===== config.mk =====
export PLATFORM = sky130hd
export DESIGN_NAME = i2c_target_rx
export DESIGN_NICKNAME = d
export VERILOG_FILES = /design/src/rtl/i2c_pkg.sv /design/src/rtl/i2c_sync_edge.sv /design/src/rtl/i2c_target_rx.sv
export SDC_FILE = /design/constraint.sdc
export NUM_CORES = 1
export LEC_CHECK = 0
export BUFFER_PORTS_ARGS = -buffer_cell sky130_fd_sc_hd__buf_2
export CAP_MARGIN = 20
export CORE_UTILIZATION = 35
export DETAILED_ROUTE_END_ITERATION = 16
export PLACE_DENSITY = 0.61
export SYNTH_ARGS = -nofsm -noshare
export SYNTH_HDL_FRONTEND = slang
export SYNTH_SLANG_ARGS = --single-unit

===== constraint.sdc =====
create_clock -name clk -period 1.37 [get_ports clk]
set_input_delay 0.0685 -clock clk [delete_from_list [all_inputs] [get_ports clk]]
set_output_delay 0.0685 -clock clk [all_outputs]
set_load 0.01 [all_outputs]

===== src/rtl/i2c_pkg.sv =====
// i2c_pkg: types and constants shared by the I2C target receive and transmit sides.
//   ADDR_W / BYTE_W : address and byte widths on the bus
//   BIT_CNT_W       : width of the per-byte bit counter
//   i2c_state_t     : target protocol state encoding
package i2c_pkg;

   localparam int unsigned ADDR_W    = 7;
   localparam int unsigned BYTE_W    = 8;
   localparam int unsigned BIT_CNT_W = 3;

   // Counter value while the last bit of a byte is being clocked in
   localparam logic [BIT_CNT_W-1:0] LAST_BIT = BIT_CNT_W'(BYTE_W - 1);

   typedef enum logic [2:0] {
      ST_IDLE,
      ST_ADDR,
      ST_ADDR_ACK,
      ST_DATA,
      ST_DATA_ACK,
      ST_IGNORE
   } i2c_state_t;

endpackage


===== src/rtl/i2c_sync_edge.sv =====
// i2c_sync_edge: 2-FF synchronizer plus one history flop for one I2C line.
//   clk, rst : system clock, synchronous active-high reset (presets to bus idle = 1)
//   pin      : raw asynchronous pin level
//   level    : synchronized level
//   rise_c   : combinational strobe, synchronized level went 0 -> 1
//   fall_c   : combinational strobe, synchronized level went 1 -> 0
module i2c_sync_edge (
   input  logic clk,
   input  logic rst,
   input  logic pin,
   output logic level,
   output logic rise_c,
   output logic fall_c
);

   logic meta_q;
   logic sync_q;
   logic hist_q;

   // Synchronizer chain; preset high so an idle bus produces no edges out of reset
   always_ff @(posedge clk) begin
      if (rst) begin
         meta_q <= 1'b1;
         sync_q <= 1'b1;
         hist_q <= 1'b1;
      end else begin
         meta_q <= pin;
         sync_q <= meta_q;
         hist_q <= sync_q;
      end
   end

   assign level  = sync_q;
   assign rise_c = sync_q & ~hist_q;
   assign fall_c = ~sync_q & hist_q;

endmodule


===== src/rtl/i2c_target_rx.sv =====
// i2c_target_rx: receive-only I2C target. ACKs its write address and every
// following data byte; NACKs other addresses and all read requests.
//   clk, rst       : system clock, synchronous active-high reset
//   scl_in, sda_in : raw bus levels (asynchronous)
//   en             : allow ACK of a matching address (sampled at address decision)
//   sda_oe         : 1 pulls SDA low
//   data           : last received byte, held until the next byte completes
//   data_valid     : one-cycle strobe for a new byte on data
//   busy           : addressed, until STOP or repeated START
//   start_det      : one-cycle strobe on START
//   stop_det       : one-cycle strobe on STOP
module i2c_target_rx
   import i2c_pkg::*;
#(
   parameter logic [ADDR_W-1:0] DEV_ADDR = 7'h50
) (
   input  logic              clk,
   input  logic              rst,
   input  logic              scl_in,
   input  logic              sda_in,
   input  logic              en,
   output logic              sda_oe,
   output logic [BYTE_W-1:0] data,
   output logic              data_valid,
   output logic              busy,
   output logic              start_det,
   output logic              stop_det
);

   logic scl_lvl, scl_rise_c, scl_fall_c;
   logic sda_lvl, sda_rise_c, sda_fall_c;

   i2c_sync_edge u_scl_sync (
      .clk    (clk),
      .rst    (rst),
      .pin    (scl_in),
      .level  (scl_lvl),
      .rise_c (scl_rise_c),
      .fall_c (scl_fall_c)
   );

   i2c_sync_edge u_sda_sync (
      .clk    (clk),
      .rst    (rst),
      .pin    (sda_in),
      .level  (sda_lvl),
      .rise_c (sda_rise_c),
      .fall_c (sda_fall_c)
   );

   i2c_state_t            state, state_nxt;
   logic [BIT_CNT_W-1:0]  bit_cnt, bit_cnt_nxt;
   logic [BYTE_W-1:0]     shreg, shreg_nxt;
   logic                  sda_oe_nxt;
   logic [BYTE_W-1:0]     data_nxt;
   logic                  data_valid_nxt;
   logic                  busy_nxt;
   logic                  start_det_nxt;
   logic                  stop_det_nxt;

   logic                  start_c;
   logic                  stop_c;
   logic                  last_bit_c;
   logic [BYTE_W-1:0]     shifted_c;
   logic                  addr_match_c;

   // Bus conditions and the byte as it stands after the current SCL rise
   assign start_c      = sda_fall_c & scl_lvl;
   assign stop_c       = sda_rise_c & scl_lvl;
   assign last_bit_c   = (bit_cnt == LAST_BIT);
   assign shifted_c    = {shreg[BYTE_W-2:0], sda_lvl};
   assign addr_match_c = (shifted_c[BYTE_W-1:1] == DEV_ADDR) & ~shifted_c[0] & en;

   // State and output registers
   always_ff @(posedge clk) begin
      if (rst) begin
         state      <= ST_IDLE;
         bit_cnt    <= '0;
         shreg      <= '0;
         sda_oe     <= 1'b0;
         data       <= '0;
         data_valid <= 1'b0;
         busy       <= 1'b0;
         start_det  <= 1'b0;
         stop_det   <= 1'b0;
      end else begin
         state      <= state_nxt;
         bit_cnt    <= bit_cnt_nxt;
         shreg      <= shreg_nxt;
         sda_oe     <= sda_oe_nxt;
         data       <= data_nxt;
         data_valid <= data_valid_nxt;
         busy       <= busy_nxt;
         start_det  <= start_det_nxt;
         stop_det   <= stop_det_nxt;
      end
   end

   // Next state; bus conditions override bit edges seen in the same cycle
   always_comb begin
      state_nxt = state;
      if (stop_c) begin
         state_nxt = ST_IDLE;
      end else if (start_c) begin
         state_nxt = ST_ADDR;
      end else begin
         case (state)
            ST_ADDR: begin
               if (scl_rise_c && last_bit_c)
                  state_nxt = addr_match_c ? ST_ADDR_ACK : ST_IGNORE;
            end
            ST_DATA: begin
               if (scl_rise_c && last_bit_c)
                  state_nxt = ST_DATA_ACK;
            end
            // sda_oe already high means this fall ends the ACK clock
            ST_ADDR_ACK, ST_DATA_ACK: begin
               if (scl_fall_c && sda_oe)
                  state_nxt = ST_DATA;
            end
            default: ;
         endcase
      end
   end

   // Next values of the datapath and registered outputs
   always_comb begin
      bit_cnt_nxt    = bit_cnt;
      shreg_nxt      = shreg;
      sda_oe_nxt     = sda_oe;
      data_nxt       = data;
      data_valid_nxt = 1'b0;
      busy_nxt       = busy;
      start_det_nxt  = start_c;
      stop_det_nxt   = stop_c;

      if (stop_c || start_c) begin
         sda_oe_nxt  = 1'b0;
         busy_nxt    = 1'b0;
         bit_cnt_nxt = '0;
      end else begin
         case (state)
            ST_ADDR, ST_DATA: begin
               if (scl_rise_c) begin
                  shreg_nxt   = shifted_c;
                  bit_cnt_nxt = bit_cnt + BIT_CNT_W'(1);
                  if (last_bit_c && (state == ST_ADDR) && addr_match_c)
                     busy_nxt = 1'b1;
                  if (last_bit_c && (state == ST_DATA)) begin
                     data_nxt       = shifted_c;
                     data_valid_nxt = 1'b1;
                  end
               end
            end
            // First fall drives the ACK, second fall releases it
            ST_ADDR_ACK, ST_DATA_ACK: begin
               if (scl_fall_c)
                  sda_oe_nxt = ~sda_oe;
            end
            default: ;
         endcase
      end
   end

endmodule


Word-level counts from Yosys, hierarchy flattened
Index checks and enable logic that the tools add are counted.
{"block": "word_totals", "romBits": 0, "register_bits": 32, "wordCells": 73, "ramBits": 0, "latchBits": 0, "n_memories": 0, "out_inout_bits": 13}
{"block": "classes", "bitwise_logic": 16, "shift": 0, "n_reduce_logical": 21, "order_cmp": 0, "addsub": 1, "n_eq_ne": 12, "mux": 7, "multipliers": 0, "div": 0}
{"operator": "2-to-1 mux 3 bit", "n": 4}
{"operator": "AND reduction 4 bit", "n": 3}
{"operator": "inequality test 3 bit, second input constant", "n": 3}
{"operator": "case mux 3 bit (3 select lines)", "n": 1}
{"operator": "AND 1 bit", "n": 8}
{"operator": "NOT 1 bit", "n": 8}
{"operator": "OR reduction 2 bit", "n": 4}
{"operator": "== test 7 bit, second input constant", "n": 1}
{"operator": "== test 3 x 2 -> 1 bit, second input constant", "n": 2}
{"operator": "== test 3 bit, second input constant", "n": 2}
{"operator": "inequality test 2 bit, second input constant", "n": 3}
{"operator": "AND reduction 3 bit", "n": 2}
{"operator": "logical AND 1 bit", "n": 5}
{"operator": "AND reduction 2 bit", "n": 2}
{"operator": "nonzero test 4 bit", "n": 1}
{"operator": "OR reduction 4 bit", "n": 1}
{"operator": "adder 3 x 1 -> 3 bit, second input constant", "n": 1}
{"operator": "== test 3 x 1 -> 1 bit, second input constant", "n": 1}
{"operator": "nonzero test 3 bit", "n": 1}
{"operator": "OR reduction 3 bit", "n": 1}
{"operator": "2-to-1 mux 1 bit", "n": 2}
{"operator": "logical OR 1 bit", "n": 1}

Longest topological paths before layout
Gate-level depths: netlist of run 1.
{"block": "logic_depth", "depth_word": 7, "depth_mapped": 6, "mapped_depth_nobuf": 5}

By module
A second synthesis of run 1 with hierarchy kept.
{"block": "hier_totals", "hier_cells": 143, "hier_area_um2": 1306.3}
{"module": "i2c_target_rx", "cells_per_inst": 127, "area_per_inst_um2": 1121.1, "n_inst": 1}
{"module": "i2c_sync_edge", "cells_per_inst": 8, "area_per_inst_um2": 92.6, "n_inst": 2}

Worst setup path before layout of run 1
Ideal clock, no wire load.
{"block": "synth_timing", "kind": "reg-to-reg", "from": "register bit_cnt[0]", "to": "register data[2]", "setup_time_ns": 0.128, "stages_incl_launch_ff": 7, "synth_period_minus_slack_ns": 1.433, "required_ns": 1.242, "path_buffers": 1, "path_slack_ns": -0.063, "arrival_ns": 1.306, "cell_sequence": "dfxtp_1 -> ha_1 -> ha_1 -> o2111ai_1 -> buf_2 -> mux2i_1 -> nor2_1"}
{"block": "synth_via", "elab_chain_len": 3}
{"element": "start: declaration", "line_no": "i2c_target_rx.sv:52", "source": "logic [BIT_CNT_W-1:0] bit_cnt, bit_cnt_nxt;"}
{"element": "start signal: assignment", "line_no": "i2c_target_rx.sv:88", "source": "bit_cnt <= bit_cnt_nxt;"}
{"element": "== test 3 bit", "line_no": "i2c_target_rx.sv:70", "source": "assign last_bit_c = (bit_cnt == LAST_BIT);"}
{"element": "logical AND 1 bit", "line_no": "i2c_target_rx.sv:149", "source": "if (last_bit_c && (state == ST_DATA)) begin"}
{"element": "AND reduction 4 bit (no source line)"}
{"element": "end signal: assignment", "line_no": "i2c_target_rx.sv:91", "source": "data <= data_nxt;"}
{"element": "end: declaration", "line_no": "i2c_target_rx.sv:23", "source": "output logic [BYTE_W-1:0] data,"}
No other way between the ends.
A chain may end at the register's enable or synchronous reset.

Worst setup path after layout of run 1
{"block": "layout_timing", "from": "register u_scl_sync.hist_q", "to": "register state[0]"}
{"block": "layout_via", "elab_chain_len": 5, "elab_cells_between_ends": 9}
{"element": "start: declaration", "line_no": "i2c_sync_edge.sv:18", "source": "logic hist_q;"}
{"element": "start signal: assignment", "line_no": "i2c_sync_edge.sv:29", "source": "hist_q <= sync_q;"}
{"element": "NOT 1 bit", "line_no": "i2c_sync_edge.sv:34", "source": "assign rise_c = sync_q & ~hist_q;"}
{"element": "AND 1 bit", "line_no": "i2c_sync_edge.sv:34"}
{"element": "logical AND 1 bit", "line_no": "i2c_target_rx.sv:109, i2c_target_rx.sv:113"}
{"element": "inequality test 3 bit (no source line)"}
{"element": "AND reduction 4 bit (no source line) (*)"}
{"element": "end signal: assignment", "line_no": "i2c_target_rx.sv:87", "source": "state <= state_nxt;"}
{"element": "end: declaration", "line_no": "i2c_target_rx.sv:51", "source": "i2c_state_t state, state_nxt;"}
Every way passes the cells marked *; elsewhere a longest branch is shown, timed or not.

==> results by group, run 1 <==
Placement
  • Input/output buffers: 17
  • GP Congestion: 0.814
  • Post-DP HPWL: 1550 um

Clock tree
  • Total CTS buffers: 5
  • Worst skew pair latency: 0.33 ns
  • Root buffer cell: clkbuf_4
  • Num Clock Sinks: 32
  • H-tree depth: 2
  • CTS tree: done
  • Worst-path clk slew: 0.09 ns
  • CTS max path bufs: 2

Min path
  • HP Class: primary input to flip-flop

Setup path
  • Worst R2R Start: u_scl_sync.hist_q
  • Crit path max fanout: 4
  • Worst r2r dst: state[0]
  • Critical path arrival: 1.68 ns
  • WS Path Type: flip-flop to flip-flop
  • Critical path required time: 1.62 ns
  • Worst Reg-to-Reg Cells: 4
  • Crit-path max cell delay: 0.38 ns
  • CP endpoint kind: flip-flop
  • Slowest CP cell: and4bb_4
  • CP endpoint: state[0]
  • CP Launch Type: flip-flop
  • Critical path origin: u_scl_sync.hist_q
  • Flop-to-flop setup slack: -0.06 ns
  • CP Cell Sequence: and4bb_4, nand2_4, or3_1, a311oi_2

STA
  • Final period utilization: 1.05
  • Max Slew Vio Count: 0
  • Fmax: 0.698 GHz
  • Setup ws final: -0.0632 ns
  • Unrepaired setup endpoints after global routing: yes
  • Setup TNS: -0.386 ns
  • Hold slack: 0.141 ns
  • Final Hold Fails: 0
  • Fin Clk Skew: 0.00808 ns
  • Final setup violation count: 8
  • Worst-Margin Slew: 0.415 ns
  • Slew HR: 0.723
  • Tmin final: 1.43 ns

Power
  • Pleak: 0.000726 uW
  • Total power after layout: 1560 uW
  • Pwr/cell area: 965 mW/mm^2
  • Reg power frac: 0.605
  • Clock power frac: 0.352
  • Sw power: 339 uW
  • Combinational Power Share: 0.043
  • Peak VDD IR: 630 uV
  • Internal Power: 1220 uW
  • Sw frac: 0.217

Global routing
  • Gr usage total: 0.150
  • Congestion Overflow GR: 0
  • Vias in the first global route: 904
  • First-pass GRT wire length: 3930 um
  • Largest net degree at the start of global routing: 26
  • Initial antenna violation count: 0

Cells and area
  • Area occupied by multi-input gates: 611 um^2
  • # diodes: 0
  • Final net count: 158
  • # fillers: 345
  • Area occupied by registers: 657 um^2
  • Layout cells sized above 1: 0.408
  • Layout area overhead: 32.7%

Logic synthesis
  • Distinct cells, synth: 31
  • Post-synthesis area per instance: 10.3 um^2
  • Post-Synthesis Net Count: 125
  • Mapped Area: 0.00122 mm^2
  • Ys Warns: 0
  • Cell count after synthesis: 118
  • Seq/Total Area, Yosys: 0.525
  • Top_reg_cell synth: dfxtp_1
  • Asr flop ratio synth: 0
  • EDFF count, synth: 0
  • Synth Register Bits: 32

Routing
  • Initial DRC count: 28
  • WL/cell: 12.2 um
  • First drt pass iteration count: 4
  • Remaining DRCs: 0
  • DR vias: 913
  • Avg Vias per Cell: 4.61
  • Drt total wl: 2410 um
  • Post-route antenna net violation count: 0

Floorplanning
  • Core Rows: 21
  • Die height: 61.0 um
  • Chip width: 61.0 um
  • CORE AREA: 0.00334 mm^2
  • Die Area: 0.00373 mm^2
  • IO Count: 18
  • Initial Util: 0.366

Status
  • Failing checks: negative setup slack
  • Outcome: finished, violations left

Job
  • Max_cap viols: 0
==> how the worst min path moves through the flow <==
stage | start | endpoint | slack, ns | depth (start not counted)
4_1_cts | rst | shreg[0] | 0.13 | 2
3_3_place_gp | scl_in | u_scl_sync.meta_q | 0.25 | 2
6_report | rst | shreg[0] | 0.14 | 2
2_1_floorplan | rst | stop_det | 0.14 | 1
3_5_place_dp | scl_in | u_scl_sync.meta_q | 0.26 | 2
5_1_grt | rst | stop_det | 0.16 | 2
==> cell usage after synthesis, drive strengths merged, types with 2 or more instances <==
cell type   n  area [um^2]
dfxtp      32          641
ha          2         25.0
or2         6         37.5
buf         4         28.8
nand2       3         18.8
mux2i      17          170
inv         2         7.51
nor2       26         97.6
a21oi       2         10.0
clkbuf      2         7.51
a21o        2         17.5
xor2        3         26.3
xnor2       2         17.5
==> area by class of cell <==
cell class	instances	share of cell area
inverters	2	0.00464
multi-input cells	78	0.377
flip-flops and latches	32	0.406
well taps	46	0.0355
clock buffers	8	0.0363
repair buffers	32	0.141
==> what timing repair did <==
item | in CTS | in global routing
setup endpoints to repair | 16 | 16
hold buffers | 2 | 0
endpoints found under the hold margin | 2 | 0
cloned | 1 | 0
buffers inserted | 0 | 1
pin swaps | 4 | 1
resized for setup | 16 | 10
==> cell families after synthesis <==
logic type                 Yosys count  share of synthesized area
AOI/OAI and AO/OA                    9                     0.0554
xor gates and xnor gates             5                     0.0359
adders and majority gates            2                     0.0205
buffers and inverters                8                     0.0359
DFF                                 32                      0.525
muxes                               17                      0.139
and+or+nand+nor                     45                      0.188
==> power groups by stage <==
stage	clock (uW)	combinational [uW]	sequential [uW]
floorplan	0	32.7	966
CTS	576	61.4	947
detailed placement	0	54.4	968
global placement	0	53.5	968
global route	624	73.0	948
finish	549	67.0	946
==> cells in the final DEF (no fill, tap or decap), types with 2 or more instances in the layout <==
cell type | netlist | routed
a21o_2 | 2 | 2
a21oi_1 | 2 | 2
buf_2 | 2 | 17
buf_4 | 1 | 10
buf_6 | 1 | 2
clkbuf_1 | 2 | 2
clkbuf_4 | 0 | 5
dfxtp_1 | 32 | 23
dfxtp_2 | 0 | 7
dfxtp_4 | 0 | 2
dlygate4sd3_1 | 0 | 2
ha_4 | 0 | 2
inv_1 | 2 | 2
mux2i_1 | 17 | 16
nand2_1 | 2 | 2
nor2_1 | 26 | 26
or2_2 | 6 | 6
xor2_1 | 3 | 3
==> sequential cells by signal, summed over array words and instances, names as in the netlist <==
| name | cells |
|---|---|
| data_valid | 1 |
| start_det | 1 |
| stop_det | 1 |
| u_scl_sync.hist_q | 1 |
| u_scl_sync.meta_q | 1 |
| u_sda_sync.meta_q | 1 |
| u_scl_sync.level | 1 |
| busy | 1 |
| sda_oe | 1 |
| shreg | 7 |
| u_sda_sync.level | 1 |
| bit_cnt | 3 |
| u_sda_sync.hist_q | 1 |
| data | 8 |
| state | 3 |
==> worst max-delay path, delay by kind of cell (launching register included) <==
family	cells	cell delay (ns)
simple gates	3	0.76
flops	1	0.32
compound gates	1	0.27
==> through the flow <==
stage	cells	utilization	setup slack (ns)	cell area, um^2
2_1_floorplan	118	-	0.00366	1230
3_3_place_gp	186	0.427	-0.0460	1430
3_5_place_dp	186	0.427	-0.0804	1430
4_1_cts	197	0.474	-0.0648	1580
5_1_grt	198	0.485	-0.141	1620
6_report	198	0.485	-0.0632	1620
==> layer usage <==
| metal | GRT usage | vias up | share of wire |
|---|---|---|---|
| met3 | 0.0462 | 10 | 0.035 |
| met2 | 0.228 | 21 | 0.47 |
| met5 | 0 | - | 0 |
| li1 | - | 462 | - |
| met4 | 0.110 | 0 | 0.034 |
| met1 | 0.180 | 420 | 0.46 |
(Power assumes the default switching activity.)
==> inputs of run 2 (changes only) <==
- PLACE_DENSITY: 0.61 -> 0.56
==> run 2 against run 1 <==
  * Hold slack lost 0.0054 ns
  * Cell count is the same
  * Die area is the same
  * Via count grew 1.2%
  * Count of clock-buffer cells in the layout is the same
  * Critical path depth grew 1
  * Fmax grew 2.4%
  * The flow still finishes with violations (negative setup slack)
  * Core utilization shrank 1.4 points
  * Critical path type unchanged
  * Sequential cell count is the same
  * Power is essentially flat
  * Highest routed layer unchanged
  * Register-to-register slack gained 0.03 ns
==> results by group, run 2 (same netlist as run 1, synthesis figures left out) <==
Routing
  • WL/cell: 10.9 um (-11%)
  • Avg Vias per Cell: 4.67 (+1.2%)
  • Drt total wl: 2150 um (-11%)
  • Remaining DRCs: 0 (unchanged)
  • Post-route antenna net violation count: 0 (unchanged)
  • Initial DRC count: 24 (-14%)
  • DR vias: 924 (+1.2%)
  • First drt pass iteration count: 4 (unchanged)

Floorplanning
  • Chip width: 61.0 um (unchanged)
  • Die height: 61.0 um (unchanged)
  • Die Area: 0.00373 mm^2 (unchanged)
  • IO Count: 18 (unchanged)
  • Core Rows: 21 (unchanged)
  • CORE AREA: 0.00334 mm^2 (unchanged)
  • Initial Util: 0.366 (unchanged)

STA
  • Setup ws final: -0.0293 ns (+0.0339 ns)
  • Final period utilization: 1.02 (-0.0247)
  • Max Slew Vio Count: 0 (unchanged)
  • Final setup violation count: 8 (unchanged)
  • Fin Clk Skew: 0.00497 ns (-0.00312 ns)
  • Tmin final: 1.40 ns (-0.0339 ns)
  • Slew HR: 0.735 (+0.0118)
  • Final Hold Fails: 0 (unchanged)
  • Worst-Margin Slew: 0.397 ns (-0.0177 ns)
  • Unrepaired setup endpoints after global routing: yes
  • Fmax: 0.715 GHz (+2.4%)

Setup path
  • CP endpoint kind: flip-flop
  • Crit path max fanout: 7 (+3)
  • Critical path origin: u_scl_sync.hist_q
  • CP Launch Type: flip-flop
  • Critical path arrival: 1.61 ns (-0.07 ns)
  • Critical path required time: 1.58 ns (-0.04 ns)
  • Worst r2r dst: shreg[3]
  • Worst R2R Start: u_scl_sync.hist_q
  • WS Path Type: flip-flop to flip-flop
  • Worst Reg-to-Reg Cells: 5 (+1)
  • Flop-to-flop setup slack: -0.03 ns (+0.03 ns)

Clock tree
  • Worst skew pair latency: 0.33 ns (about the same)
  • H-tree depth: 2 (unchanged)
  • Setup Fix Bufs, Post-CTS: 0 (unchanged)
  • Root buffer cell: clkbuf_4
  • CTS tree: done
  • Num Clock Sinks: 32 (unchanged)
  • CTS max path bufs: 2 (unchanged)
  • Total CTS buffers: 5 (unchanged)
  • Worst-path clk slew: 0.09 ns (about the same)

Cells and area
  • Layout Cells excl Fill: 198 (unchanged)
  • Layout area overhead: 28.9%
  • Final net count: 158 (unchanged)
  • # diodes: 0 (unchanged)
  • # fillers: 344 (-0.29%)
  • Regs by FF count: data (8), shreg (7)
  • Leading cell types in the layout, fill and taps excluded: nor2_1 (26), dfxtp_1 (22), mux2i_1 (17), buf_2 (17)
  • Leading cell type in the layout, fill and taps excluded: nor2_1
  • Biggest register: data
  • Fin area: 0.00157 mm^2 (-2.9%)
  • Layout cells sized above 1: 0.395 (-0.0132)
  • Fin util: 0.471 (-0.0139)
  • Area occupied by registers: 653 um^2 (-0.57%)
  • Area occupied by multi-input gates: 582 um^2 (-4.7%)
  • Max reg flops: 8 (unchanged)

Status
  • Failing checks: negative setup slack
  • Outcome: finished, violations left

Global routing
  • Initial antenna violation count: 0 (unchanged)
  • Congestion Overflow GR: 0 (unchanged)
  • Gr usage total: 0.140 (-0.0102)
  • Largest net degree at the start of global routing: 26 (unchanged)
  • First-pass GRT wire length: 3680 um (-6.3%)
  • Vias in the first global route: 858 (-5.1%)

Min path
  • Hold path endpoint: data_valid
  • Min-delay src: rst
  • Hold Path Stages: 2 (unchanged)
  • HP Class: primary input to flip-flop

Power
  • Pleak: 0.000711 uW (-2.1%)
  • Peak VDD IR: 508 uV (-19%)
  • Pwr/cell area: 993 mW/mm^2 (+3.0%)

Placement
  • GP Congestion: 0.802 (-1.5%)
  • Post-DP HPWL: 1530 um (-1.1%)
  • Input/output buffers: 17 (unchanged)
  • Placed cells: 188 (+1.1%)
  • Cell Area, Placed: 0.00143 mm^2 (+0.18%)

Job
  • Max_cap viols: 0 (unchanged)
run 2: timing repair:
item	in CTS	in global routing
hold endpoints to repair	2	0
hold buffers	2	0
pin swaps	5	4
endpoints found under the setup margin	16	16
gates resized for setup	12	8
run 2: worst max-delay path by stage:
stage	to	slack [ns]	cells after the start
after floorplan	shreg[0]	0.004	6
after global placement	data[7]	-0.07	6
after detailed placement	data[2]	-0.09	6
after CTS	shreg[3]	-0.04	5
after global routing	shreg[0]	-0.12	5
final	shreg[3]	-0.03	5
run 2: critical path: stages, from the launching register on:
cell and delay [ns]:
dfxtp_2 0.33, and4bb_4 0.37, a21boi_4 0.18, buf_6 0.15
mux2i_1 0.19, nor2_1 0.05
run 2: area by class of cell:
type,instances,share of cell area
Multi-Input combinational cell,78,0.370
Tap cell,46,0.0366
Timing Repair Buffer,32,0.136
Inverter,2,0.00477
Clock buffer,8,0.0374
Sequential cell,32,0.415
run 2: report_power, final:
| part | internal [uW] | leakage (uW) | switching (uW) | total, uW |
|---|---|---|---|---|
| sequential | 940 | 0.000262 | 6.63 | 946 |
| combinational | 31.1 | 0.000417 | 31.7 | 62.9 |
| clock | 253 | 0.0000326 | 300 | 553 |
| total | 1220 | 0.000711 | 338 | 1560 |
run 2: layer usage:
metal	vias up	GRT usage	part of all wire
met5	-	0	0
met4	0	0.0844	0.027
met3	8	0.0672	0.057
met2	22	0.202	0.44
met1	432	0.169	0.48
li1	462	-	-
run 2: through the flow:
| step | setup WS [ns] | TNS, ns | hold slack, ns | total power, uW |
|---|---|---|---|---|
| after global routing | -0.119 | -0.969 | 0.140 | 1640 |
| after floorplan | 0.00366 | 0 | 0.140 | 999 |
| after global placement | -0.0683 | -0.677 | 0.253 | 1020 |
| after detailed placement | -0.0907 | -1.15 | 0.256 | 1020 |
| final | -0.0293 | -0.0790 | 0.136 | 1560 |
| after CTS | -0.0389 | -0.208 | 0.130 | 1590 |
==> inputs of run 3 (changes only) <==
- CORE_ASPECT_RATIO: not set -> 0.9
- SLEW_MARGIN: not set -> 30
==> run 3 against run 2 <==
  * The flow still finishes with violations (negative setup slack)
  * Register-to-register slack is essentially flat
  * Largest power group unchanged
  * Routed wire length grew 4.5%
  * Sequential share of layout area shrank 1.2 points
  * Cell count shrank 2.5%
  * Combinational power shrank 6.2%
  * Sequential cell count is the same
  * First-iteration DRC count grew 140%
  * Critical path depth is the same
  * Fmax grew 0.39%
  * Count of clock-buffer cells in the layout is the same
==> results by group, run 3 (same netlist as run 1, synthesis figures left out) <==
Min path
  • HP Class: primary input to flip-flop

Power
  • Pleak: 0.000725 uW (+2.0%)
  • Peak VDD IR: 702 uV (+38%)
  • Pwr/cell area: 1090 mW/mm^2 (+9.3%)
  • Total power after layout: 1740 uW (+11%)

Floorplanning
  • Die height: 58.0 um (-5.0%)
  • CORE AREA: 0.00319 mm^2 (-4.5%)
  • Die Area: 0.00373 mm^2 (about the same)
  • Initial Util: 0.383 (+0.0174)
  • Core Rows: 19 (-9.5%)
  • Chip width: 64.2 um (+5.2%)
  • IO Count: 18 (unchanged)

Cells and area
  • Regs by FF count: data (8), shreg (7)
  • Layout area overhead: 31.4%
  • Layout Cells excl Fill: 193 (-2.5%)
  • Final net count: 157 (-0.63%)
  • Layout cells sized above 1: 0.358 (-0.0371)
  • # diodes: 0 (unchanged)
  • Leading cell type in the layout, fill and taps excluded: dfxtp_1
  • Fin util: 0.503 (+0.0318)
  • Biggest register: data
  • Max reg flops: 8 (unchanged)
  • Leading cell types in the layout, fill and taps excluded: dfxtp_1 (27), nor2_1 (26), mux2i_1 (17), buf_2 (17), buf_4 (9)

Setup path
  • CP endpoint kind: flip-flop
  • WS Path Type: flip-flop to flip-flop
  • Critical path required time: 1.53 ns (-0.05 ns)
  • CP Launch Type: flip-flop
  • Crit path max fanout: 7 (unchanged)
  • Critical path arrival: 1.55 ns (-0.06 ns)

STA
  • Worst-Margin Slew: 0.402 ns (+0.00466 ns)
  • Fin Clk Skew: 0.00303 ns (-0.00193 ns)
  • Tmin final: 1.39 ns (-0.00548 ns)
  • Final Hold Fails: 0 (unchanged)
  • Slew HR: 0.732 (-0.00310)
  • Final setup violation count: 6 (-2)
  • Max Slew Vio Count: 0 (unchanged)
  • Fmax: 0.717 GHz (+0.39%)
  • Unrepaired setup endpoints after global routing: yes
  • Setup ws final: -0.0238 ns (+0.00548 ns)
  • Final period utilization: 1.02 (-0.00400)

Global routing
  • Gr usage total: 0.142 (+0.00193)
  • Initial antenna violation count: 0 (unchanged)
  • Vias in the first global route: 873 (+1.7%)
  • First-pass GRT wire length: 3840 um (+4.3%)
  • Congestion Overflow GR: 0 (unchanged)
  • Largest net degree at the start of global routing: 26 (unchanged)

Routing
  • Drt total wl: 2250 um (+4.5%)
  • WL/cell: 11.6 um (+7.2%)
  • Initial DRC count: 57 (+140%)
  • Post-route antenna net violation count: 0 (unchanged)
  • Avg Vias per Cell: 4.77 (+2.3%)
  • First drt pass iteration count: 4 (unchanged)
  • DR vias: 921 (-0.32%)
  • Remaining DRCs: 0 (unchanged)

Status
  • Outcome: finished, violations left
  • Failing checks: negative setup slack

Placement
  • Post-DP HPWL: 1520 um (-0.45%)
  • Placed cells: 182 (-3.2%)
  • GP Congestion: 0.756 (-5.8%)
  • Input/output buffers: 17 (unchanged)

Clock tree
  • CTS max path bufs: 2 (unchanged)
  • Worst skew pair latency: 0.28 ns (-0.05 ns)
  • H-tree depth: 2 (unchanged)
  • CTS tree: done
  • Worst-path clk slew: 0.06 ns (-0.03 ns)
  • Root buffer cell: clkbuf_8
  • Num Clock Sinks: 32 (unchanged)
  • Total CTS buffers: 5 (unchanged)

Job
  • Max_cap viols: 0 (unchanged)
==> run 3: cell count changes in the layout (fill, tap and decap cells not counted), sizes merged <==
cell    previous run  this run
buf               30        28
clkbuf             8         9
==> run 3: routing by layer <==
layer,track usage,share of wire,up-vias
met5,0,0,-
met4,0.0857,0.020,0
met3,0.0709,0.040,4
met2,0.213,0.46,17
met1,0.164,0.48,438
li1,-,-,462
==> run 3: worst max-delay path, stage by stage (launching register included) <==
cell      delay [ns]
dfxtp_1         0.30
and4bb_4        0.37
a21boi_2        0.18
buf_6           0.16
mux2i_1         0.20
nor2_1          0.05
==> run 3: report_power, final <==
group / switching (uW) / internal, uW / leakage [uW] / total [uW]
logic: 30.6 / 28.4 / 0.000421 / 59.0
clock network: 323 / 409 / 0.0000455 / 732
registers: 7.18 / 941 / 0.000259 / 948
total: 361 / 1380 / 0.000725 / 1740
==> run 3: path summary, 6_finish.rpt <==
check               startpoint          endpoint  slack (ns)  cells after the start
min reg2reg  u_sda_sync.meta_q  u_sda_sync.level        0.41                      1
min                        rst           data[0]        0.19                      2
max reg2reg  u_scl_sync.hist_q          shreg[1]       -0.02                      5
max          u_scl_sync.hist_q          shreg[1]       -0.02                      5
==> run 3: what timing repair did <==
action                                  4_1_cts  5_1_grt
resized for setup                            13        3
endpoints found under the setup margin       16       16
cloned                                        1        0
endpoints found under the hold margin         2        0
hold buffers                                  2        0
pin swaps                                     1        2
setup buffers                                 0        0
==> run 3: area by class of cell <==
| cell class | instances | area [um^2] |
|---|---|---|
| Clock buffer | 8 | 90.1 |
| Fill cell | 294 | 1580 |
| Inverter | 2 | 7.51 |
| Multi-Input combinational cell | 78 | 586 |
| Sequential cell | 32 | 647 |
| Tap cell | 42 | 52.6 |
| Timing Repair Buffer | 31 | 220 |
==> run 3: per-stage QoR <==
stage          hold WS (ns)  cell area, um^2  setup TNS, ns  setup slack [ns]
6_report              0.185             1600        -0.0920           -0.0238
5_1_grt               0.206             1600         -0.879            -0.117
4_1_cts               0.190             1590         -0.241           -0.0474
3_5_place_dp          0.255             1420         -0.656           -0.0681
3_3_place_gp          0.250             1420         -0.358           -0.0405
2_1_floorplan         0.140             1230              0           0.00366
